==> src/rtl/operator_entry.sv <==
// Front-panel input block: button debounce, operand latching and the start/busy
// handshake towards the I2C master.
module operator_entry #(
  parameter int Fclk   = 50000,
  parameter int F1kHz  = 1,
  parameter int DEB_N  = 8,
  parameter int ACK_TO = 255
) (
  input  logic       clk,
  input  logic       rst,
  input  logic [7:0] SW,
  input  logic [3:0] BTN,
  input  logic       busy,
  output logic [7:0] adr_REG,
  output logic [7:0] dat_MASTER,
  output logic       R_W,
  output logic       st,
  output logic       pend,
  output logic       err
);

  localparam logic [15:0] TICK_DIV = 16'(Fclk / F1kHz);
  localparam logic [3:0]  DEB_LIM  = 4'(DEB_N);
  localparam logic [7:0]  ACK_LIM  = 8'(ACK_TO);

  localparam logic [2:0] S_IDLE     = 3'd0;
  localparam logic [2:0] S_PEND     = 3'd1;
  localparam logic [2:0] S_ISSUE    = 3'd2;
  localparam logic [2:0] S_WAIT_ACK = 3'd3;
  localparam logic [2:0] S_RUN      = 3'd4;

  logic [7:0]  r_sw_meta, r_sw_sync;
  logic [3:0]  r_btn_meta, r_btn_sync;
  logic [15:0] r_cb_1ms;
  logic        w_ce;
  logic [3:0]  w_stable;
  logic [3:0]  r_stable_d;
  logic [3:0]  w_press;
  logic [2:0]  r_state;
  logic [7:0]  r_ack_cnt;
  logic [7:0]  r_adr;
  logic [7:0]  r_dat;
  logic        r_rw;
  logic        r_err;

  // NOTE: sequential state uses non-blocking assignments so every flop samples
  // the pre-edge value of its neighbours, whatever order the blocks run in.
  always_ff @(posedge clk or posedge rst) begin
    if (rst) begin
      r_sw_meta  <= '0;
      r_sw_sync  <= '0;
      r_btn_meta <= '0;
      r_btn_sync <= '0;
    end else begin
      r_sw_meta  <= SW;
      r_sw_sync  <= r_sw_meta;
      r_btn_meta <= BTN;
      r_btn_sync <= r_btn_meta;
    end
  end

  // Sample tick: counts 1..TICK_DIV, first tick TICK_DIV clocks after reset.
  assign w_ce = (r_cb_1ms == TICK_DIV);

  always_ff @(posedge clk or posedge rst) begin
    if (rst) begin
      r_cb_1ms <= '0;
    end else if (w_ce) begin
      r_cb_1ms <= 16'd1;
    end else begin
      r_cb_1ms <= r_cb_1ms + 16'd1;
    end
  end

  for (genvar g = 0; g < 4; g++) begin : g_deb
    logic [3:0] r_cnt;
    logic       r_state_bit;

    always_ff @(posedge clk or posedge rst) begin
      if (rst) begin
        r_cnt       <= '0;
        r_state_bit <= 1'b0;
      end else if (w_ce) begin
        if (r_btn_sync[g] == r_state_bit) begin
          r_cnt <= '0;
        end else if ((r_cnt + 4'd1) == DEB_LIM) begin
          r_state_bit <= ~r_state_bit;
          r_cnt       <= '0;
        end else begin
          r_cnt <= r_cnt + 4'd1;
        end
      end
    end

    assign w_stable[g] = r_state_bit;
  end

  always_ff @(posedge clk or posedge rst) begin
    if (rst) begin
      r_stable_d <= '0;
    end else begin
      r_stable_d <= w_stable;
    end
  end

  // Press event: one clock after the stable state rises; releases are ignored.
  assign w_press = w_stable & ~r_stable_d;

  always_ff @(posedge clk or posedge rst) begin
    if (rst) begin
      r_state   <= S_IDLE;
      r_ack_cnt <= '0;
      r_adr     <= '0;
      r_dat     <= '0;
      r_rw      <= 1'b0;
      r_err     <= 1'b0;
    end else begin
      case (r_state)
        S_IDLE: begin
          if (w_press[0]) r_adr <= r_sw_sync;
          if (w_press[1]) r_dat <= r_sw_sync;
          if (w_press[2]) r_rw  <= ~r_rw;
          if (w_press[3]) begin
            r_err   <= 1'b0;
            r_state <= busy ? S_PEND : S_ISSUE;
          end
        end
        S_PEND: begin
          if (!busy) r_state <= S_ISSUE;
        end
        S_ISSUE: begin
          r_ack_cnt <= '0;
          r_state   <= S_WAIT_ACK;
        end
        S_WAIT_ACK: begin
          if (busy) begin
            r_state <= S_RUN;
          end else begin
            // Timeout after ACK_TO waiting clocks with busy still low.
            r_ack_cnt <= r_ack_cnt + 8'd1;
            if ((r_ack_cnt + 8'd1) == ACK_LIM) begin
              r_err   <= 1'b1;
              r_state <= S_IDLE;
            end
          end
        end
        S_RUN: begin
          if (!busy) r_state <= S_IDLE;
        end
        default: r_state <= S_IDLE;
      endcase
    end
  end

  assign adr_REG    = r_adr;
  assign dat_MASTER = r_dat;
  assign R_W        = r_rw;
  assign err        = r_err;
  assign st         = (r_state == S_ISSUE);
  assign pend       = (r_state == S_PEND);

endmodule
==> config.mk <==
export PLATFORM = sky130hd
export DESIGN_NAME = operator_entry
export DESIGN_NICKNAME = d
export VERILOG_FILES = /design/src/rtl/operator_entry.sv
export SDC_FILE = /design/constraint.sdc
export NUM_CORES = 1
export LEC_CHECK = 0
export CAP_MARGIN = 25
export CORE_AREA = 2 2 86 88
export CTS_BUF_LIST = sky130_fd_sc_hd__clkbuf_8
export CTS_CLUSTER_SIZE = 40
export DETAILED_ROUTE_END_ITERATION = 12
export DIE_AREA = 0 0 88 90
export GPL_TIMING_DRIVEN = 1
export PLACE_DENSITY = 0.88
export SLEW_MARGIN = 30
export SYNTH_ARGS = -nofsm -noshare
export SYNTH_HDL_FRONTEND = slang
export SYNTH_SLANG_ARGS = --single-unit
export TNS_END_PERCENT = 100
==> constraint.sdc <==
create_clock -name clk -period 3.6 [get_ports clk]
set_input_delay 0.72 -clock clk [delete_from_list [all_inputs] [get_ports clk]]
set_output_delay 0.72 -clock clk [all_outputs]
set_load 0.03 [all_outputs]
==> flow_summary.yaml, run 1 <==
logic_synthesis:
  synth_top_family_by_area: "simple AND/OR/NAND/NOR gates"
  synthSimpleGateAreaFrac: 0.174
  synthAdderAreaFrac: 0.0308
  synth.avg_cell_area_um2: 11.2
  netlist_area_mm2: 0.00406
  synthArstFlopShare: 1.00
  synthXorXnorAreaFrac: 0.0561
  ys_ff_latch: 93
  yosysWarnings: 0
  synth_compound_area_frac: 0.0891
  seq_area_frac_synth: 0.574
  yosysUniqueCellTypes: 44
  synth_nets: 387
  synth-main-ff-cell: "dfrtp_1"
  synth_cells: 362
  synth_edf_count: 0
  synthMuxAreaShare: 0.0555
timing:
  fin_crit_sh: 0.703
  fmax_mhz: 395
  relSlewSlack: 0.477
  grt_setup_unrepaired: "false"
  drv_slew: 0
  fin_skew_ns: 0.0140
  finalCriticalPeriod_ns: 2.53
  hold-worst-slack_ns: 0.353
  hold_viol: 0
  setup_viol: 0
  fin_setup_tns_ns: 0
  tightest_slew_ns: 0.783
place:
  dpl-instance-area_mm2: 0.00451
  port_buffers: 34
  gp_congestion: 0.874
  dp_hpwl_um: 5330
  dp.cells: 489
cells_and_area:
  n_fill_cell: 514
  area_delta_synth_final_pct: 16.4
  num_antenna_cells: 0
  final_cell_area_mm2: 0.00472
  fin_cells: 505
  final_layout_size_suffix_gt1_frac: 0.108
  final_nets: 426
min_path:
  whs_path_depth: 0
  hold_path_class: "flip-flop to flip-flop"
  hold_path_end: "r_btn_sync[2]$_DFF_PP0_"
  holdCritStartpoint: "r_btn_meta[2]$_DFF_PP0_"
clocking:
  cts_hold_buffers: 0
  clockBufferDepth: 2
  cts_setup_buffers: 0
  cts.repair.resized: 0
  cts_inserted_buffers: 9
  cts_sinks: 93
  cts_tree: "built"
  cts_root_buf: "clkbuf_8"
  clk_latency_ns: 0.37
  htreeDepth: 3
  clk_pin_slew_worst_paths_ns: 0.09
power:
  leakagePower_nw: 2.10
  p_sw_frac: 0.235
  p_int_mw: 1.42
  ir_worst_vdd_uv: 166
  p_seq_frac: 0.578
  pwr-share-clk: 0.390
  p_per_area_mw_per_mm2: 394
  p_total_mw: 1.86
  comb_power_share: 0.032
  netSwitchingPower_mw: 0.436
floorplanning:
  initial_utilization: 0.578
  io_pins: 35
  die_w_um: 88
  fp-row-count: 31
  die_h_um: 90
  design.core.area_mm2: 0.00702
  dieArea_mm2: 0.00792
worst_setup_path:
  crit_path_cell_trace: "inv_1, nor3_1, clkdlybuf4s50_1"
  crit_fanout: 6
  slowest_delay_ns: 0.71
  critical-path-top-delay-family: "buffers and inverters"
  critPathBufInv: 2
  worst-r2r-cell-count: 5
  start_kind: "flip-flop"
  crit_required_ns: 2.88
  crit-reg2reg-capture: "g_deb[3].r_state_bit$_DFFE_PP0P_"
  ff2ff_setup_slack_ns: 1.43
  worst_path_max_delay_cell: "clkdlybuf4s50_1"
  cp.arrival_ns: 1.81
  worstSetupStartpoint: "r_state[1]$_DFFE_PP0P_"
  crit_type: "flip-flop to primary output"
  r2r-start: "r_cb_1ms[7]$_DFF_PP0_"
  cp-end-kind: "primary output"
global_routing:
  grt_first_pass_wirelength_um: 12900
  grt_pass1_vias: 2748
  grt_use_total: 0.207
  grt_overflow: 0
  grt_max_degree: 49
  grt_antenna_before_repair: 0
route:
  drt_pass1_iterations: 4
  vias: 2808
  vias_per_cell: 5.56
  final_antenna_net_count: 0
  route.detailed.drc: 0
  drt_iter0_markers: 180
  avgRoutedWirePerCell_um: 14.9
  drt_wl_total_um: 7520
flow_run:
  cap_viol_max_count: 0
status:
  status: "completed"
[synth_stat cells (6+ instances only)]
cell	instances	area [um2]
o21ai_0	31	155
inv_1	13	48.8
xnor2_1	12	105
nand2_1	38	143
mux2_2	20	225
nor3_1	6	30.0
ha_1	10	125
nor2_1	22	82.6
nand2b_1	7	43.8
a21oi_1	6	30.0
dfrtp_1	93	2330
nand3_1	15	75.1
xor2_1	14	123
nand4_1	9	56.3
[power by group through the flow]
stage / sequential (mW) / combinational (mW) / clock [mW]
2_1_floorplan: 1.09 / 0.0317 / 0
3_3_place_gp: 1.09 / 0.0587 / 0
3_5_place_dp: 1.10 / 0.0611 / 0
4_1_cts: 1.07 / 0.0614 / 0.738
5_1_grt: 1.08 / 0.0677 / 0.788
6_report: 1.07 / 0.0596 / 0.725
[sequential cells by signal, summed over array words and instances (netlist names)]
signal             flops
g_deb.r_cnt           16
r_cb_1ms              16
adr_REG                8
dat_MASTER             8
r_ack_cnt              8
r_sw_meta              8
r_sw_sync              8
g_deb.r_state_bit      4
r_btn_meta             4
r_btn_sync             4
r_stable_d             4
r_state                3
R_W                    1
err                    1
[cell type report]
cell class,count,area [um2],share of cell area
well taps,99,124,0.0262
inverters,13,50.0,0.0106
multi-input cells,248,1640,0.348
flip-flops and latches,93,2330,0.493
clock buffers,9,124,0.0262
clock inverters,7,86.3,0.0183
repair buffers,36,368,0.0779
[per-layer routing]
layer  GRT usage  wire length, um
met1       0.273             3200
met2       0.335             3890
met3      0.0321              227
met4      0.0910              195
met5           0                0
[cells in the final DEF, fill, tap and decap left out, types with 6 or more instances in the layout]
master | netlist | final
clkdlybuf4s50_1 | 0 | 34
nor2_1 | 22 | 22
o21ai_0 | 31 | 31
nor3_1 | 6 | 6
nand2_1 | 38 | 38
nand4_1 | 9 | 9
nand2b_1 | 7 | 7
mux2_2 | 20 | 20
ha_1 | 10 | 10
clkbuf_8 | 0 | 9
inv_1 | 13 | 12
nand3_1 | 15 | 15
a21oi_1 | 6 | 6
dfrtp_1 | 93 | 93
xor2_1 | 14 | 14
xnor2_1 | 12 | 12
[how the worst max path moves through the flow]
stage,end,slack (ns),cells past startpoint
2_1_floorplan,R_W$_DFFE_PP0P_,0.46,1
3_3_place_gp,r_ack_cnt[5]$_DFFE_PP0P_,1.41,3
3_5_place_dp,r_ack_cnt[5]$_DFFE_PP0P_,1.30,3
4_1_cts,st,1.06,3
5_1_grt,st,0.94,3
6_report,st,1.07,3
[cell families after synthesis]
| group | Yosys count |
|---|---|
| simple gates | 132 |
| flops | 93 |
| compound gates | 60 |
| xor+xnor | 26 |
| buf+inv | 21 |
| mux | 20 |
| fa+ha+maj | 10 |
[per-stage QoR]
stage	utilization	setup WS, ns
2_1_floorplan	-	0.460
3_3_place_gp	0.643	1.41
3_5_place_dp	0.643	1.30
4_1_cts	0.673	1.06
5_1_grt	0.673	0.944
6_report	0.673	1.07
Note: power is estimated with default switching activity, not from simulation.
==> run 2, diff against run 1 <==
==> constraint.sdc (replaced) <==
create_clock -name clk -period 2.7 [get_ports clk]
set_input_delay 0.54 -clock clk [delete_from_list [all_inputs] [get_ports clk]]
set_output_delay 0.54 -clock clk [all_outputs]
set_load 0.03 [all_outputs]
==> flow_summary.yaml, run 2 (synthesized netlist as in run 1, its figures left out) <==
status:
  status: "completed"
cells_and_area:
  final_cell_mix: "93 x dfrtp_1, 38 x nand2_1, 34 x clkdlybuf4s50_1"
  reg_top3: "g_deb.r_cnt: 16 flops, r_cb_1ms: 16 flops"
  final_common_cell: "dfrtp_1"
  n_fill_cell: 503
  final_nets: 429
  num_antenna_cells: 0
  area_delta_synth_final_pct: 17.7
  final_layout_size_suffix_gt1_frac: 0.112
clocking:
  clockBufferDepth: 2
  cts_tree: "built"
  cts_hold_buffers: 0
  cts.repair.resized: 0
  cts_setup_buffers: 0
  cts_inserted_buffers: 9
  cts_sinks: 93
  clk_latency_ns: 0.36
  cts_root_buf: "clkbuf_8"
  htreeDepth: 3
  clk_pin_slew_worst_paths_ns: 0.09
timing:
  hold_viol: 0
  fin_skew_ns: 0.0124
  finalCriticalPeriod_ns: 2.33
  hold-worst-slack_ns: 0.352
  fin_crit_sh: 0.864
  tightest_slew_ns: 0.565
  fmax_mhz: 428
  grt_setup_unrepaired: "false"
  fin_setup_tns_ns: 0
  relSlewSlack: 0.623
  setup_viol: 0
  drv_slew: 0
worst_setup_path:
  cp.arrival_ns: 1.79
  cp-end-kind: "primary output"
  slowest_delay_ns: 0.71
  worst-r2r-cell-count: 7
  worst_path_max_delay_cell: "clkdlybuf4s50_1"
  crit_fanout: 6
  critical-path-top-delay-family: "buffers and inverters"
  crit_required_ns: 2.16
  crit_cells: 3
  crit_type: "flip-flop to primary output"
  start_kind: "flip-flop"
  crit_path_cell_trace: "inv_1, nor3_1, clkdlybuf4s50_1"
  critPathBufInv: 2
route:
  avgRoutedWirePerCell_um: 14.5
  route.detailed.drc: 0
  drt_pass1_iterations: 4
  final_antenna_net_count: 0
  vias_per_cell: 5.52
  drt_iter0_markers: 132
  drt_wl_total_um: 7370
  vias: 2805
global_routing:
  grt_pass1_vias: 2840
  grt_antenna_before_repair: 0
  grt_use_total: 0.210
  grt_overflow: 0
  grt_first_pass_wirelength_um: 13100
  grt_max_degree: 35
flow_run:
  cap_viol_max_count: 0
floorplanning:
  fp-row-count: 31
  design.core.area_mm2: 0.00702
  io_pins: 35
  dieArea_mm2: 0.00792
  die_w_um: 88
  die_h_um: 90
  initial_utilization: 0.578
min_path:
  whs_path_depth: 0
  hold_path_class: "flip-flop to flip-flop"
power:
  p_total_mw: 2.52
  leakagePower_nw: 2.13
  ir_worst_vdd_uv: 255
  p_per_area_mw_per_mm2: 529
place:
  port_buffers: 34
  dp_hpwl_um: 5140
  gp_congestion: 0.840
run 2: layer usage:
metal	global-route usage	up-vias	part of all wire	routed length, um
li1	-	1352	-	-
met1	0.281	1384	0.44	3280
met2	0.335	57	0.50	3710
met3	0.0432	12	0.034	249
met4	0.0821	0	0.018	132
met5	0	-	0	0
run 2: where the power goes:
part / internal (mW) / switching, mW / total, mW / leakage [nW]
Sequential: 1.41 / 0.0169 / 1.43 / 1.21
Clock: 0.526 / 0.481 / 1.01 / 0.115
Combinational: 0.0378 / 0.0464 / 0.0842 / 0.798
run 2: through the flow:
step / instances / setup slack [ns] / instance area [um2] / utilization
2_1_floorplan: 362 / 0.811 / 4060 / -
3_3_place_gp: 492 / 0.671 / 4550 / 0.648
3_5_place_dp: 492 / 0.513 / 4550 / 0.648
4_1_cts: 508 / 0.348 / 4770 / 0.680
5_1_grt: 508 / 0.242 / 4770 / 0.680
6_report: 508 / 0.366 / 4770 / 0.680
run 2: worst paths after layout:
check | startpoint | to | slack [ns]
max | r_state[1]$_DFFE_PP0P_ | st | 0.37
max in group asynchronous | rst | g_deb[1].r_cnt[3]$_DFFE_PP0N_ | 1.55
min | r_sw_meta[6]$_DFF_PP0_ | r_sw_sync[6]$_DFF_PP0_ | 0.35
max reg2reg | r_cb_1ms[0]$_DFF_PP0_ | g_deb[1].r_cnt[0]$_DFFE_PP0N_ | 0.51
min reg2reg | r_sw_meta[6]$_DFF_PP0_ | r_sw_sync[6]$_DFF_PP0_ | 0.35
min in group asynchronous | rst | r_cb_1ms[15]$_DFF_PP0_ | 0.59
run 2: worst register-to-register path: cells and delay by family, from the launching register on:
family | cells | cell delay, ns
buf+inv | 2 | 0.41
fa+ha+maj | 1 | 0.17
simple gates | 3 | 0.87
compound gates | 1 | 0.19
flops | 1 | 0.46
run 2: area by class of cell:
class | instances | area, um2 | share of cell area
Sequential cell | 93 | 2330 | 0.488
Timing Repair Buffer | 39 | 403 | 0.0844
Tap cell | 99 | 124 | 0.0260
Multi-Input combinational cell | 248 | 1640 | 0.344
Clock inverter | 7 | 98.8 | 0.0207
Inverter | 13 | 52.6 | 0.0110
Clock buffer | 9 | 124 | 0.0260
==> run 3, diff against run 2 <==
--- a/config.mk
+++ b/config.mk
@@ -8,11 +8,11 @@
 export CAP_MARGIN = 25
 export CORE_AREA = 2 2 86 88
 export CTS_BUF_LIST = sky130_fd_sc_hd__clkbuf_8
-export CTS_CLUSTER_SIZE = 40
 export DETAILED_ROUTE_END_ITERATION = 12
 export DIE_AREA = 0 0 88 90
 export GPL_TIMING_DRIVEN = 1
-export PLACE_DENSITY = 0.88
+export PLACE_DENSITY = 0.81
+export REMOVE_ABC_BUFFERS = 1
 export SLEW_MARGIN = 30
 export SYNTH_ARGS = -nofsm -noshare
 export SYNTH_HDL_FRONTEND = slang
==> flow_summary.yaml, run 3 (synthesized netlist as in run 1, its figures left out) <==
route:
  avgRoutedWirePerCell_um: 14.3
  vias_per_cell: 5.44
  drt_iter0_markers: 137
  final_antenna_net_count: 0
  drt_wl_total_um: 7280
  vias: 2763
  route.detailed.drc: 0
  drt_pass1_iterations: 5
floorplanning:
  die_h_um: 90
  dieArea_mm2: 0.00792
  design.core.area_mm2: 0.00702
  initial_utilization: 0.578
  fp-row-count: 31
  die_w_um: 88
  io_pins: 35
global_routing:
  grt_max_degree: 31
  use_met3: 0.0487
  grt_antenna_before_repair: 0
  grt_pass1_vias: 2832
  grt_use_total: 0.205
  grt_use_met2: 0.330
  grt_first_pass_wirelength_um: 12800
  grt.busiest_layer: "met2"
  grt_overflow: 0
  grt.met1_usage: 0.267
status:
  status: "completed"
worst_setup_path:
  crit_fanout: 6
  worstSetupStartpoint: "r_state[1]$_DFFE_PP0P_"
  crit_path_cell_trace: "inv_1, nor3_1, clkdlybuf4s50_1"
  crit_type: "flip-flop to primary output"
  cp.arrival_ns: 1.86
  worst_path_max_delay_cell: "clkdlybuf4s50_1"
  cp-end-kind: "primary output"
  slowest_delay_ns: 0.73
  start_kind: "flip-flop"
  crit_required_ns: 2.16
  r2r-start: "r_cb_1ms[0]$_DFF_PP0_"
power:
  p_seq_frac: 0.574
  p_per_area_mw_per_mm2: 524
  comb_power_share: 0.032
  netSwitchingPower_mw: 0.524
  p_int_mw: 1.97
  pwr-share-clk: 0.393
  ir_worst_vdd_uv: 321
  p_sw_frac: 0.210
  leakagePower_nw: 2.12
clocking:
  clockBufferDepth: 2
  clk_latency_ns: 0.35
  cts_root_buf: "clkbuf_8"
  htreeDepth: 3
  cts_inserted_buffers: 9
  cts_hold_buffers: 0
  cts_sinks: 93
  cts_setup_buffers: 0
  cts_tree: "built"
  cts.repair.resized: 0
  clk_pin_slew_worst_paths_ns: 0.09
cells_and_area:
  final_common_cell: "dfrtp_1"
  final_layout_size_suffix_gt1_frac: 0.112
  final_nets: 430
  final_cell_mix: "93 x dfrtp_1, 38 x nand2_1, 34 x clkdlybuf4s50_1"
  fin_util: 0.677
  num_antenna_cells: 0
  area_delta_synth_final_pct: 17.2
  reg_top3: "g_deb.r_cnt: 16 flops, r_cb_1ms: 16 flops"
timing:
  grt_setup_unrepaired: "false"
  finalCriticalPeriod_ns: 2.40
  fin_setup_tns_ns: 0
  relSlewSlack: 0.653
  setup_viol: 0
  fin_ws_ns: 0.296
  fmax_mhz: 416
  tightest_slew_ns: 0.521
  hold-worst-slack_ns: 0.354
  hold_viol: 0
  fin_skew_ns: 0.0115
  drv_slew: 0
  fin_crit_sh: 0.890
place:
  port_buffers: 34
  dp_hpwl_um: 5220
  gp_congestion: 0.897
  dpl_worst_slack_ns: 0.539
min_path:
  holdCritStartpoint: "r_sw_meta[1]$_DFF_PP0_"
  hold_path_class: "flip-flop to flip-flop"
flow_run:
  cap_viol_max_count: 0
## run 3: cell types whose count changed in the layout (fill, tap and decap cells not counted)
| cell | delta |
|---|---|
| buf_12 | -1 |
| buf_4 | +2 |
| clkinv_2 | +1 |
| clkinv_4 | -2 |
## run 3: power groups by stage
stage	logic, mW	clock network (mW)	registers [mW]
2_1_floorplan	0.0408	0	1.46
5_1_grt	0.0925	1.07	1.44
3_3_place_gp	0.0812	0	1.46
6_report	0.0807	0.980	1.43
4_1_cts	0.0833	1.01	1.43
3_5_place_dp	0.0834	0	1.46
## run 3: worst max-delay path, delay by kind of cell, from the launching register on
| family | cells | cell delay [ns] |
|---|---|---|
| buffers and inverters | 2 | 0.84 |
| AND/OR/NAND/NOR | 1 | 0.29 |
| flip-flops | 1 | 0.39 |
## run 3: worst paths after layout
path / slack [ns] / depth (start not counted) / to
max: 0.30 / 3 / st
min: 0.35 / 0 / r_sw_sync[1]$_DFF_PP0_
max reg2reg: 0.71 / 7 / g_deb[0].r_state_bit$_DFFE_PP0P_
min reg2reg: 0.35 / 0 / r_sw_sync[1]$_DFF_PP0_
max in group asynchronous: 1.50 / 3 / r_cb_1ms[15]$_DFF_PP0_
min in group asynchronous: 0.52 / 2 / r_stable_d[1]$_DFF_PP0_
## run 3: metrics by stage
| stage | instances | total power [mW] | area (um2) |
|---|---|---|---|
| floorplan | 354 | 1.50 | 4020 |
| global placement | 493 | 1.54 | 4540 |
| detailed placement | 493 | 1.54 | 4540 |
| CTS | 508 | 2.52 | 4760 |
| global route | 508 | 2.60 | 4760 |
| finish | 508 | 2.49 | 4760 |
## run 3: final cells by class
class	count	area, um2
flip-flops and latches	93	2330
fillers	542	2260
multi-input cells	248	1640
repair buffers	40	398
clock buffers	9	124
well taps	99	124
clock inverters	6	88.8
inverters	13	50.0
## run 3: routing by layer
metal / wire length, um / vias up
met5: 0 / -
met2: 3750 / 53
met4: 101 / 0
met3: 217 / 9
met1: 3210 / 1346
li1: - / 1355
==> variant, RTL diff (flow settings as in run 3) <==
Register the output `st`, with the module's reset; this adds one clock of latency there. The other outputs are not delayed to match.
--- a/src/rtl/operator_entry.sv
+++ b/src/rtl/operator_entry.sv
@@ -156,7 +156,13 @@
   assign dat_MASTER = r_dat;
   assign R_W        = r_rw;
   assign err        = r_err;
-  assign st         = (r_state == S_ISSUE);
+  always_ff @(posedge clk or posedge rst) begin
+    if (rst) begin
+      st <= '0;
+    end else begin
+      st <= (r_state == S_ISSUE);
+    end
+  end
   assign pend       = (r_state == S_PEND);
 
 endmodule
Formal check against the unedited RTL: no difference found for any inputs over 10 cycles, from zero or initial values and one cycle with rst high; that may be too few to reach the edited logic, so the function may still have changed.
==> variant against run 3 <==
- worst setup slack improved by 0.081 ns
- design area decreased by 0.32%
- synthesized area increased by 0.62%
- register-to-register slack improved by 0.02 ns
- routed wire length increased by 0.15%
- total power decreased by 3.3%
- sequential cell count increased by 1
- first-iteration DRC count increased by 7.3%
==> variant: results (changes against run 3) <==
- CP startpoint: r_state[0] (was r_state[1])
- Nets: 429 (was 430)
- Mux share of post-synthesis cell area: 5.52% (was 5.55%)
- CP max stage delay: 0.69 ns (was 0.73 ns)
- Insertion delay to the later sink of the worst-skew pair: 0.37 ns (was 0.35 ns)
- Status: completed (unchanged)
- Top cells by area, synth: dfrtp_1 (58%), mux2_2 (5.5%), o21ai_0 (3.8%) (was dfrtp_1 (57%), mux2_2 (5.6%), o21ai_0 (3.8%))
- Max VDD drop: 362 µV (was 321 µV)
- Place WS: 0.573 ns (was 0.539 ns)
- Register area share after synthesis: 57.6% (was 57.4%)
- Max-slew headroom: 66.3% (was 65.3%)
- Period utilization: 86.0% (was 89.0%)
- Worst reg-to-reg setup slack: 0.73 ns (was 0.71 ns)
- Cell area after placement: 4550 µm² (was 4540 µm²)
- Arrival time of the worst setup path: 1.78 ns (was 1.86 ns)
- TritonRoute pass-1 iters: 4 (was 5)
- Global-route wire length before repair: 12,600 µm (was 12,800 µm)
- Routed wire length: 7290 µm (was 7280 µm)
- Synth cell count leaders: dfrtp_1 (94), nand2_1 (38), o21ai_0 (31) (was dfrtp_1 (93), nand2_1 (38), o21ai_0 (31))
- DPL Wire Length: 4970 µm (was 5220 µm)
- Synth Area in Adders: 3.07% (was 3.08%)
- Sw power: 0.588 mW (was 0.524 mW)
- Global placer's final weighted congestion: 0.856 (was 0.897)
- Crit path capture: pend (was st)
- Synth Area in Compound Gates: 8.86% (was 8.91%)
- DRT iter0 DRCs: 147 (was 137)
- Detailed-route via count: 2,799 (was 2,763)
## variant: cell count changes after synthesis
cell,before,now
dfrtp_1,93,94
## variant: power groups by stage
stage / registers [mW] / logic, mW / clock network, mW
final: 1.45 / 0.0785 / 0.884
after global routing: 1.45 / 0.0908 / 0.977
after CTS: 1.45 / 0.0814 / 0.908
after detailed placement: 1.47 / 0.0808 / 0
after global placement: 1.47 / 0.0787 / 0
after floorplan: 1.47 / 0.0411 / 0
## variant: metrics by stage
step	util, %	std cells
2_1_floorplan	-	355
3_3_place_gp	64.9	492
3_5_place_dp	64.9	492
4_1_cts	67.5	508
5_1_grt	67.5	508
6_report	67.5	508
## variant: logic make-up (layout without fill, tap and decap cells)
kind of cell / count (synthesis) / after routing
xor gates and xnor gates: 26 / 26
muxes: 20 / 20
adders and majority gates: 10 / 10
DFF: 94 / 94
and+or+nand+nor: 132 / 132
buffers and inverters: 21 / 67
AOI/OAI and AO/OA: 60 / 60
## variant: final cells by class
cell class                 instances  area [µm²]
clock inverter                     7        63.8
clock buffer                       9         124
sequential                        94        2350
multi-input combinational        248        1640
tap                               99         124
fill                             515        2280
inverter                          13        50.0
timing repair buffer              38         383
## variant: worst min path at each step
stage | endpoint | start | slack [ns]
3_5_place_dp | r_sw_sync[6] | r_sw_meta[6] | 0.33
6_report | r_sw_sync[6] | r_sw_meta[6] | 0.35
3_3_place_gp | r_sw_sync[5] | r_sw_meta[5] | 0.33
5_1_grt | r_btn_sync[3] | r_btn_meta[3] | 0.37
2_1_floorplan | r_btn_sync[0] | r_btn_meta[0] | 0.33
4_1_cts | r_sw_sync[6] | r_sw_meta[6] | 0.35
## variant: worst reg2reg max path: cells and delay by family (launching register included)
family / cells / cell delay [ns]
and+or+nand+nor: 2 / 0.40
AOI/OAI and AO/OA: 1 / 0.24
muxes: 1 / 0.28
buffers and inverters: 2 / 0.30
DFF: 1 / 0.46
adders and majority gates: 1 / 0.17
## variant: metal layers
metal	GRT usage, %	vias to the layer above	share of wire [%]
met5	0	-	0
met4	9.10	0	2.4
met3	4.68	16	3.5
met2	33.1	60	50
met1	25.4	1372	44
li1	-	1351	-
